===== src/rtl/gray_counter.sv =====
// -----------------------------------------------------------------------------
// gray_counter
//   Synchronous up/down Gray-code counter. A binary count is kept internally,
//   and its Gray encoding is registered on the same edge. Between counted steps
//   exactly one Gray bit changes, so gray_o can safely cross a clock domain
//   through a synchronizer and be decoded downstream by gray_to_bin.
//
// Parameters
//   WIDTH      counter width in bits (>= 2)
//   SATURATE   0: wrap at the terminal value, 1: hold at the terminal value
//
// Ports
//   clk_i        rising-edge clock
//   rst_i        synchronous active-high reset (overrides load and en)
//   en_i         count-step request
//   up_i         direction: 1 = increment, 0 = decrement
//   load_i       load request (priority over en_i)
//   load_bin_i   binary value to load
//   gray_o       registered Gray code of the count
//   bin_o        registered binary count
//   tc_o         combinational terminal count for the current direction
//   wrapped_o    registered one-cycle pulse on the edge the count wrapped
// -----------------------------------------------------------------------------
module gray_counter #(
  parameter int WIDTH    = 3,
  parameter bit SATURATE = 1'b0
) (
  input  logic             clk_i,
  input  logic             rst_i,
  input  logic             en_i,
  input  logic             up_i,
  input  logic             load_i,
  input  logic [WIDTH-1:0] load_bin_i,
  output logic [WIDTH-1:0] gray_o,
  output logic [WIDTH-1:0] bin_o,
  output logic             tc_o,
  output logic             wrapped_o
);

  localparam logic [WIDTH-1:0] MAX_VAL  = {WIDTH{1'b1}};
  localparam logic [WIDTH-1:0] ZERO_VAL = {WIDTH{1'b0}};
  localparam logic [WIDTH-1:0] ONE_VAL  = {{(WIDTH-1){1'b0}}, 1'b1};

  // Binary to reflected Gray code.
  function automatic logic [WIDTH-1:0] bin2gray(input logic [WIDTH-1:0] b);
    return b ^ (b >> 1);
  endfunction

  logic [WIDTH-1:0] bin_q, bin_d;
  logic [WIDTH-1:0] gray_q, gray_d;
  logic             wrapped_q, wrapped_d;
  logic             at_term_s;
  logic [WIDTH-1:0] step_s;

  // Terminal detection and the candidate stepped value for the current direction.
  always_comb begin
    at_term_s = 1'b0;
    step_s    = bin_q;
    if (up_i) begin
      at_term_s = (bin_q == MAX_VAL);
      step_s    = bin_q + ONE_VAL;
    end else begin
      at_term_s = (bin_q == ZERO_VAL);
      step_s    = bin_q - ONE_VAL;
    end
  end

  // Next-state selection: load > en > hold (reset handled in the register).
  always_comb begin
    bin_d     = bin_q;
    wrapped_d = 1'b0;
    if (load_i) begin
      bin_d     = load_bin_i;
      wrapped_d = 1'b0;
    end else if (en_i) begin
      if (at_term_s && SATURATE) begin
        // Saturating counter parks at the terminal value; no wrap indication.
        bin_d     = bin_q;
        wrapped_d = 1'b0;
      end else begin
        bin_d     = step_s;
        wrapped_d = at_term_s;
      end
    end else begin
      bin_d     = bin_q;
      wrapped_d = 1'b0;
    end
    // Gray is derived from the same next value so bin and gray never disagree.
    gray_d = bin2gray(bin_d);
  end

  // State registers with synchronous reset.
  always_ff @(posedge clk_i) begin
    if (rst_i) begin
      bin_q     <= ZERO_VAL;
      gray_q    <= ZERO_VAL;
      wrapped_q <= 1'b0;
    end else begin
      bin_q     <= bin_d;
      gray_q    <= gray_d;
      wrapped_q <= wrapped_d;
    end
  end

  assign gray_o    = gray_q;
  assign bin_o     = bin_q;
  assign wrapped_o = wrapped_q;
  assign tc_o      = at_term_s;

endmodule

===== config.mk =====
export PLATFORM = sky130hd
export DESIGN_NAME = gray_counter
export DESIGN_NICKNAME = d
export VERILOG_FILES = /design/src/rtl/gray_counter.sv
export SDC_FILE = /design/constraint.sdc
export NUM_CORES = 1
export LEC_CHECK = 0
export CAP_MARGIN = 15
export CELL_PAD_IN_SITES_DETAIL_PLACEMENT = 0
export CELL_PAD_IN_SITES_GLOBAL_PLACEMENT = 1
export CORE_AREA = 2 2 39 41
export CTS_CLUSTER_SIZE = 16
export DETAILED_ROUTE_END_ITERATION = 7
export DIE_AREA = 0 0 41 43
export GPL_TIMING_DRIVEN = 0
export PLACE_DENSITY_LB_ADDON = 0.1
export SYNTH_ARGS = -nofsm -noshare
export SYNTH_HDL_FRONTEND = slang
export SYNTH_SLANG_ARGS = --single-unit
export TNS_END_PERCENT = 20

===== constraint.sdc =====
create_clock -name clk_i -period 4.77 [get_ports clk_i]
set_input_delay 0.954 -clock clk_i [delete_from_list [all_inputs] [get_ports clk_i]]
set_output_delay 0.954 -clock clk_i [all_outputs]
set_load 0.005 [all_outputs]

Word level (Yosys, flattened, before mapping)
Cells that the tools add are included.

word-level totals
  register bits = 7
  output and inout bits = 8
  word-level logic and storage cells = 14

operators by class
  add/subtract/negate cells = 2
  eq/ne operators = 1
  multiplexer cells = 4
  bitwise gates (word level) = 2
  reductions and logical operators = 2

operators with widths
  cell                                               count
  2-to-1 mux 3 bit                                   3
  adder 3 x 1 -> 3 bit (second input constant)       1
  == test 3 bit (second input constant)              1
  zero test 3 bit                                    1
  OR reduction 3 bit                                 1
  subtractor 3 x 1 -> 3 bit (second input constant)  1
  bitwise XOR 3 x 2 -> 3 bit                         1
  2-to-1 mux 1 bit                                   1
  inverter 1 bit                                     1

Logic depth before layout (Yosys ltp)
  depth in word-level cells = 5
  gate-level depth with buffers = 6

Least setup slack after synthesis
No wires, ideal clock.

  path kind = input port to output port
  start point = input up_i
  end point = output tc_o
  arrival time = 1698 ps
  required time = 3816 ps
  setup slack = 2118 ps
  stages on the path = 2
  path buffers = 0
  path through = or4_2 nand2_1

between the ends
  word-level cells in the longest chain between the ends = 1

RTL lines
  what              RTL line  RTL
  from (decl)       31        input logic up_i,
  2-to-1 mux 1 bit  59        if (up_i) begin
  to (decl)         36        output logic tc_o,

No other way between the ends.

Final worst setup path
Same ends and word-level chain as after synthesis.

==> impl_metrics.py <==
metrics = {
    "clocking": {
        "cts_buffer_depth": 2,
        "tritoncts": "done",
        "cts_sinks": 6,
        "cts_resized": 0,
        "clkTransAtPathRegs_ns": 0.04,
        "numCtsBuffers": 3,
        "h-tree-depth": 1,
        "cts_root_buf": "clkbuf_4",
        "clock_latency_ns": 0.24,
        "postCtsSetupBuffers": 0,
        "holdBufCountCts": 0,
    },
    "timing": {
        "holdWs_ns": 0.719,
        "finalSetupTns_ns": 0,
        "finalSetupViolations": 0,
        "fmax_mhz": 275,
        "final_max_slew_viol_count": 0,
        "worst_pin_slew_ns": 0.281,
        "relSlewSlack": 0.807,
        "finalHoldViolCount": 0,
        "finalCritPeriodShare": 0.763,
        "rsz0062_at_grt": "no",
        "skew_ns": 0.00697,
        "min_period_ns": 3.64,
    },
    "pwr": {
        "vdd_drop_max_v": 0.000137,
        "leakage_nw": 0.214,
        "p_sw_frac": 0.247,
        "totalPowerFinal_mw": 0.149,
        "p_comb_frac": 0.287,
        "power_frac_seq": 0.400,
        "p_per_area_nw_per_um2": 298,
        "p_switching_mw": 0.0368,
        "p_int_mw": 0.113,
        "clockPowerShare": 0.313,
    },
    "die": {
        "dieWidth_um": 41,
        "num_io_pins": 16,
        "core-area_um2": 1380,
        "start_util": 0.231,
        "rows": 14,
        "dieArea_um2": 1760,
        "die-height_um": 43,
    },
    "global_routing": {
        "overflow": 0,
        "grt_pass1_vias": 242,
        "grt_usage": 0.0906,
        "antenna_found_initial": 0,
        "grt_start_max_net_pins": 8,
        "grt_pass1_wl_mm": 1.03,
    },
    "worst_setup_path": {
        "r2r_slack_ns": 2.78,
        "arrival_ns": 2.68,
        "cp-end-kind": "output port",
        "cp-start-kind": "primary input",
        "reg2regPathDepth": 5,
        "required_ns": 3.82,
        "crit-reg2reg-launch": "bin_o[0]$_SDFF_PP0_",
        "crit_path_max_fanout": 4,
        "crit_type": "primary input to output port",
        "reg2reg_to": "gray_o[1]$_SDFF_PP0_",
    },
    "layout": {
        "syn_to_final_growth_pct": 57.3,
        "fin_nets": 60,
        "drive_above_1_share": 0.184,
        "diodes": 0,
        "final_area_um2": 502,
    },
    "min_path": {
        "whs_path_depth": 3,
        "min_from": "bin_o[2]$_SDFF_PP0_",
        "hp-class": "register to register",
        "min_delay_worst_endpoint": "bin_o[2]$_SDFF_PP0_",
    },
    "outcome": {
        "status": "complete, no violations",
    },
    "drt": {
        "routedWlPerCell_um": 10.3,
        "vias_per_cell": 4.34,
        "wl_um": 668,
        "remaining_drc_errors": 0,
        "drtIter0Drc": 6,
        "antenna_left": 0,
        "dr_total_vias": 282,
        "drtPass1Iterations": 3,
    },
    "job": {
        "max-cap-violations": 0,
    },
    "placement": {
        "port_buffers": 14,
        "placed_cell_area_um2": 479,
        "place_congestion": 0.640,
    },
    "synthesis": {
        "syn-instance-count": 32,
        "seq_area_frac_synth": 0.376,
        "syn-num-nets": 41,
        "yosysWarningCount": 0,
        "ys_types": 20,
        "ys_ff_latch": 6,
        "avgSynthCellArea_um2": 9.97,
        "synth_area_um2": 319,
    },
}
-- metal layers --
metal  vias to the layer above  GRT usage  wire length, um
met5                         -          0                0
met4                         0     0.0400                0
met3                         0     0.0628               69
met2                        12      0.125              305
met1                       127      0.104              292
li1                        143          -                -
-- worst max-delay path, cell delays in order --
cell             delay [ns]
clkdlybuf4s50_1        0.46
or4_2                  0.67
nand2_1                0.10
clkdlybuf4s50_1        0.50
-- metrics by stage --
stage               std cells  utilization  worst slack [ns]
finish                     65        0.363              1.13
global route               65        0.363              1.08
CTS                        65        0.363              1.12
detailed placement         62        0.346              1.12
global placement           62        0.346              1.13
floorplan                  32            -              2.12
-- synthesized netlist by cell type (all sizes together) --
| library cell | count | area (um^2) |
|---|---|---|
| a22oi | 1 | 7.51 |
| and3 | 2 | 17.5 |
| buf | 2 | 12.5 |
| dfxtp | 6 | 120 |
| fa | 1 | 20.0 |
| inv | 1 | 3.75 |
| mux2 | 2 | 26.3 |
| mux2i | 2 | 20.0 |
| nand2 | 1 | 3.75 |
| nand3b | 1 | 7.51 |
| nand4 | 1 | 6.26 |
| nor2 | 6 | 22.5 |
| nor2b | 1 | 6.26 |
| or4 | 1 | 8.76 |
| or4b | 1 | 10.0 |
| xnor2 | 1 | 8.76 |
| xor2 | 2 | 17.5 |
-- area by class of cell --
| type | instances | area [um^2] |
|---|---|---|
| timing repair buffer | 14 | 140 |
| tap | 16 | 20.0 |
| sequential | 6 | 120 |
| clock buffer | 3 | 22.5 |
| buffer | 2 | 12.5 |
| inverter | 1 | 3.75 |
| fill | 139 | 882 |
| multi-input combinational | 23 | 183 |
-- power groups by stage --
stage / combinational, mW / clock (mW) / sequential [mW]
final: 0.0428 / 0.0468 / 0.0598
after global routing: 0.0468 / 0.0527 / 0.0606
after CTS: 0.0437 / 0.0487 / 0.0599
after detailed placement: 0.0432 / 0 / 0.0609
after global placement: 0.0431 / 0 / 0.0605
after floorplan: 0.0206 / 0 / 0.0607
-- how the worst max path moves through the flow --
stage | startpoint | to | slack, ns | depth (start not counted)
floorplan | up_i | tc_o | 2.12 | 2
global placement | up_i | tc_o | 1.13 | 4
detailed placement | up_i | tc_o | 1.12 | 4
CTS | up_i | tc_o | 1.12 | 4
global route | up_i | tc_o | 1.08 | 4
finish | up_i | tc_o | 1.13 | 4
-- sequential cells by signal (all words and copies together) (netlist names) --
signal,count
wrapped_o,1
bin_o,3
gray_o,2
-- logic make-up (layout without fill, tap and decap cells) --
group           count (synthesis)  after routing  synth area share
buf+inv                         3             20            0.0510
fa+ha+maj                       1              1            0.0627
simple gates                   14             14             0.259
compound gates                  1              1            0.0235
flops                           6              6             0.376
xor+xnor                        3              3            0.0824
mux                             4              4             0.145
-- layout by cell type, fill, tap and decap left out --
cell | Yosys | routed
nand4_1 | 1 | 1
or4_2 | 1 | 1
fa_1 | 1 | 1
nor2b_1 | 1 | 1
inv_1 | 1 | 1
a22oi_1 | 1 | 1
buf_4 | 1 | 1
and3_1 | 1 | 1
and3_4 | 1 | 1
xor2_1 | 2 | 2
buf_2 | 1 | 1
xnor2_1 | 1 | 1
nand3b_1 | 1 | 1
dfxtp_1 | 6 | 6
clkbuf_4 | 0 | 3
mux2_2 | 1 | 1
nand2_1 | 1 | 1
mux2i_1 | 2 | 2
mux2_4 | 1 | 1
clkdlybuf4s50_1 | 0 | 14
nor2_1 | 6 | 6
or4b_1 | 1 | 1
Note: power is estimated with default switching activity, not from simulation.
==> variant (same flow settings) <==
Reset style: asynchronous (`rst_i`), changed in one clocked block. Comments in the files are not updated.
--- a/src/rtl/gray_counter.sv
+++ b/src/rtl/gray_counter.sv
@@ -90,7 +90,7 @@
   end
 
   // State registers with synchronous reset.
-  always_ff @(posedge clk_i) begin
+  always_ff @(posedge clk_i or posedge rst_i) begin
     if (rst_i) begin
       bin_q     <= ZERO_VAL;
       gray_q    <= ZERO_VAL;
Behaviour: differs if rst_i is asserted again (counterexample within 4 cycles, from zero or initial values and one cycle with rst_i high); with rst_i held inactive, the same outputs for 10 cycles.
==> variant against the original RTL <==
Synthesized area decreased by 0.78%. Non-clock buffer count stayed put. Worst setup slack gained 0.13 ns. Final area rose by 1.5%. Sequential cell count is the same. Total power rose by 14%. Routed wire length down 5.2%. Critical path type unchanged. Largest cell class is now non-clock buffers.
==> variant: results <==
[routing]
drt_iter0_drc = 5
via_per_inst = 4.317
drt-pass1-iter-count = 4
drt-total-wl_um = 633
via_count = 272

[logic_synthesis]
ys_types = 18
ys_top_cells_by_area = "dfrtp_1 (47%), xnor2_1 (8.3%), fa_1 (6.3%), inv_1 (3.6%), mux2i_1 (3.2%)"
synth_cells = 29
synth.top_cells.by_count = "dfrtp_1 (6), inv_1 (3), xnor2_1 (3), nand2_1 (2), nor2_1 (2)"
synth_async_sr_flop_share = 1.000

[setup_path]
cpPeakStageDelay_ns = 0.54
crit_arrival_ns = 2.55
crit_path_top_delay_cell = "or4_1"
regToRegSetupSlack_ns = 2.99

[cells_and_area]
fillers = 144
final_layout_size_suffix_gt1_frac = 0.1064
nNetsFinal = 58

[power_and_ir_drop]
leakagePower_nw = 0.2284
ir_drop_mv = 0.2297

[global_route]
first_global_vias = 253
grt_max_degree = 10

[placement]
placed_cell_area_um2 = 486.7
dpl.cell_count = 60
place_congestion = 0.6394

[clock_network]
clockBufferDepth = 2

[outcome]
outcome = "complete, no violations"

[timing]
fmax_mhz = 285.1
[variant: cell count changes after synthesis, moves of 2 or more]
cell and change:
dfrtp_1 +6, dfxtp_1 -6, nor2_1 -4, inv_1 +2, xnor2_1 +2
[variant: path summary, 6_finish.rpt]
path	from	to	depth (start not counted)
max in group asynchronous	rst_i	wrapped_o$_DFF_PP0_	2
min	bin_o[2]$_DFF_PP0_	bin_o[2]$_DFF_PP0_	2
min in group asynchronous	rst_i	gray_o[0]$_DFF_PP0_	2
min reg2reg	bin_o[2]$_DFF_PP0_	bin_o[2]$_DFF_PP0_	2
max	up_i	tc_o	4
max reg2reg	bin_o[0]$_DFF_PP0_	gray_o[1]$_DFF_PP0_	5
[variant: through the flow]
stage / util / hold slack, ns / total power, mW
finish: 0.3680 / 0.6845 / 0.1705
global route: 0.3680 / 0.7458 / 0.1851
CTS: 0.3680 / 0.6915 / 0.1742
detailed placement: 0.3517 / 0.6811 / 0.1274
global placement: 0.3517 / 0.6657 / 0.1267
floorplan: - / 0.6217 / 0.09152
[variant: layout make-up]
class,count,share of cell area
clock buffer,3,0.04423
inverter,3,0.02211
sequential,6,0.2948
multi-input combinational,19,0.2899
buffer,1,0.01474
timing repair buffer,15,0.2948
tap,16,0.03931
[variant: kinds of logic after synthesis]
group | after synthesis | synth area share
simple gates | 10 | 0.2056
flops | 6 | 0.4743
xor+xnor | 4 | 0.1107
buf+inv | 4 | 0.05929
compound gates | 3 | 0.05531
mux | 1 | 0.03162
fa+ha+maj | 1 | 0.06324
[variant: worst min-delay path, cell delays in order (launching register included)]
cell	delay, ns
dfrtp_1	0.44
nand3b_1	0.12
nand3_2	0.09
[variant: layer usage]
layer / global-route usage / up-vias / routed length [µm]
met5: 0 / - / 0
met4: 0.06000 / 0 / 0
met3: 0.07330 / 0 / 76
met2: 0.1250 / 14 / 306
met1: 0.09603 / 125 / 250
li1: - / 133 / -
[variant: where the power goes]
group          internal (mW)  leakage (nW)  switching (mW)  total, mW
Sequential            0.0605        0.0732         0.00756     0.0680
Combinational         0.0380         0.141          0.0197     0.0577
Clock                 0.0283        0.0138          0.0164     0.0447
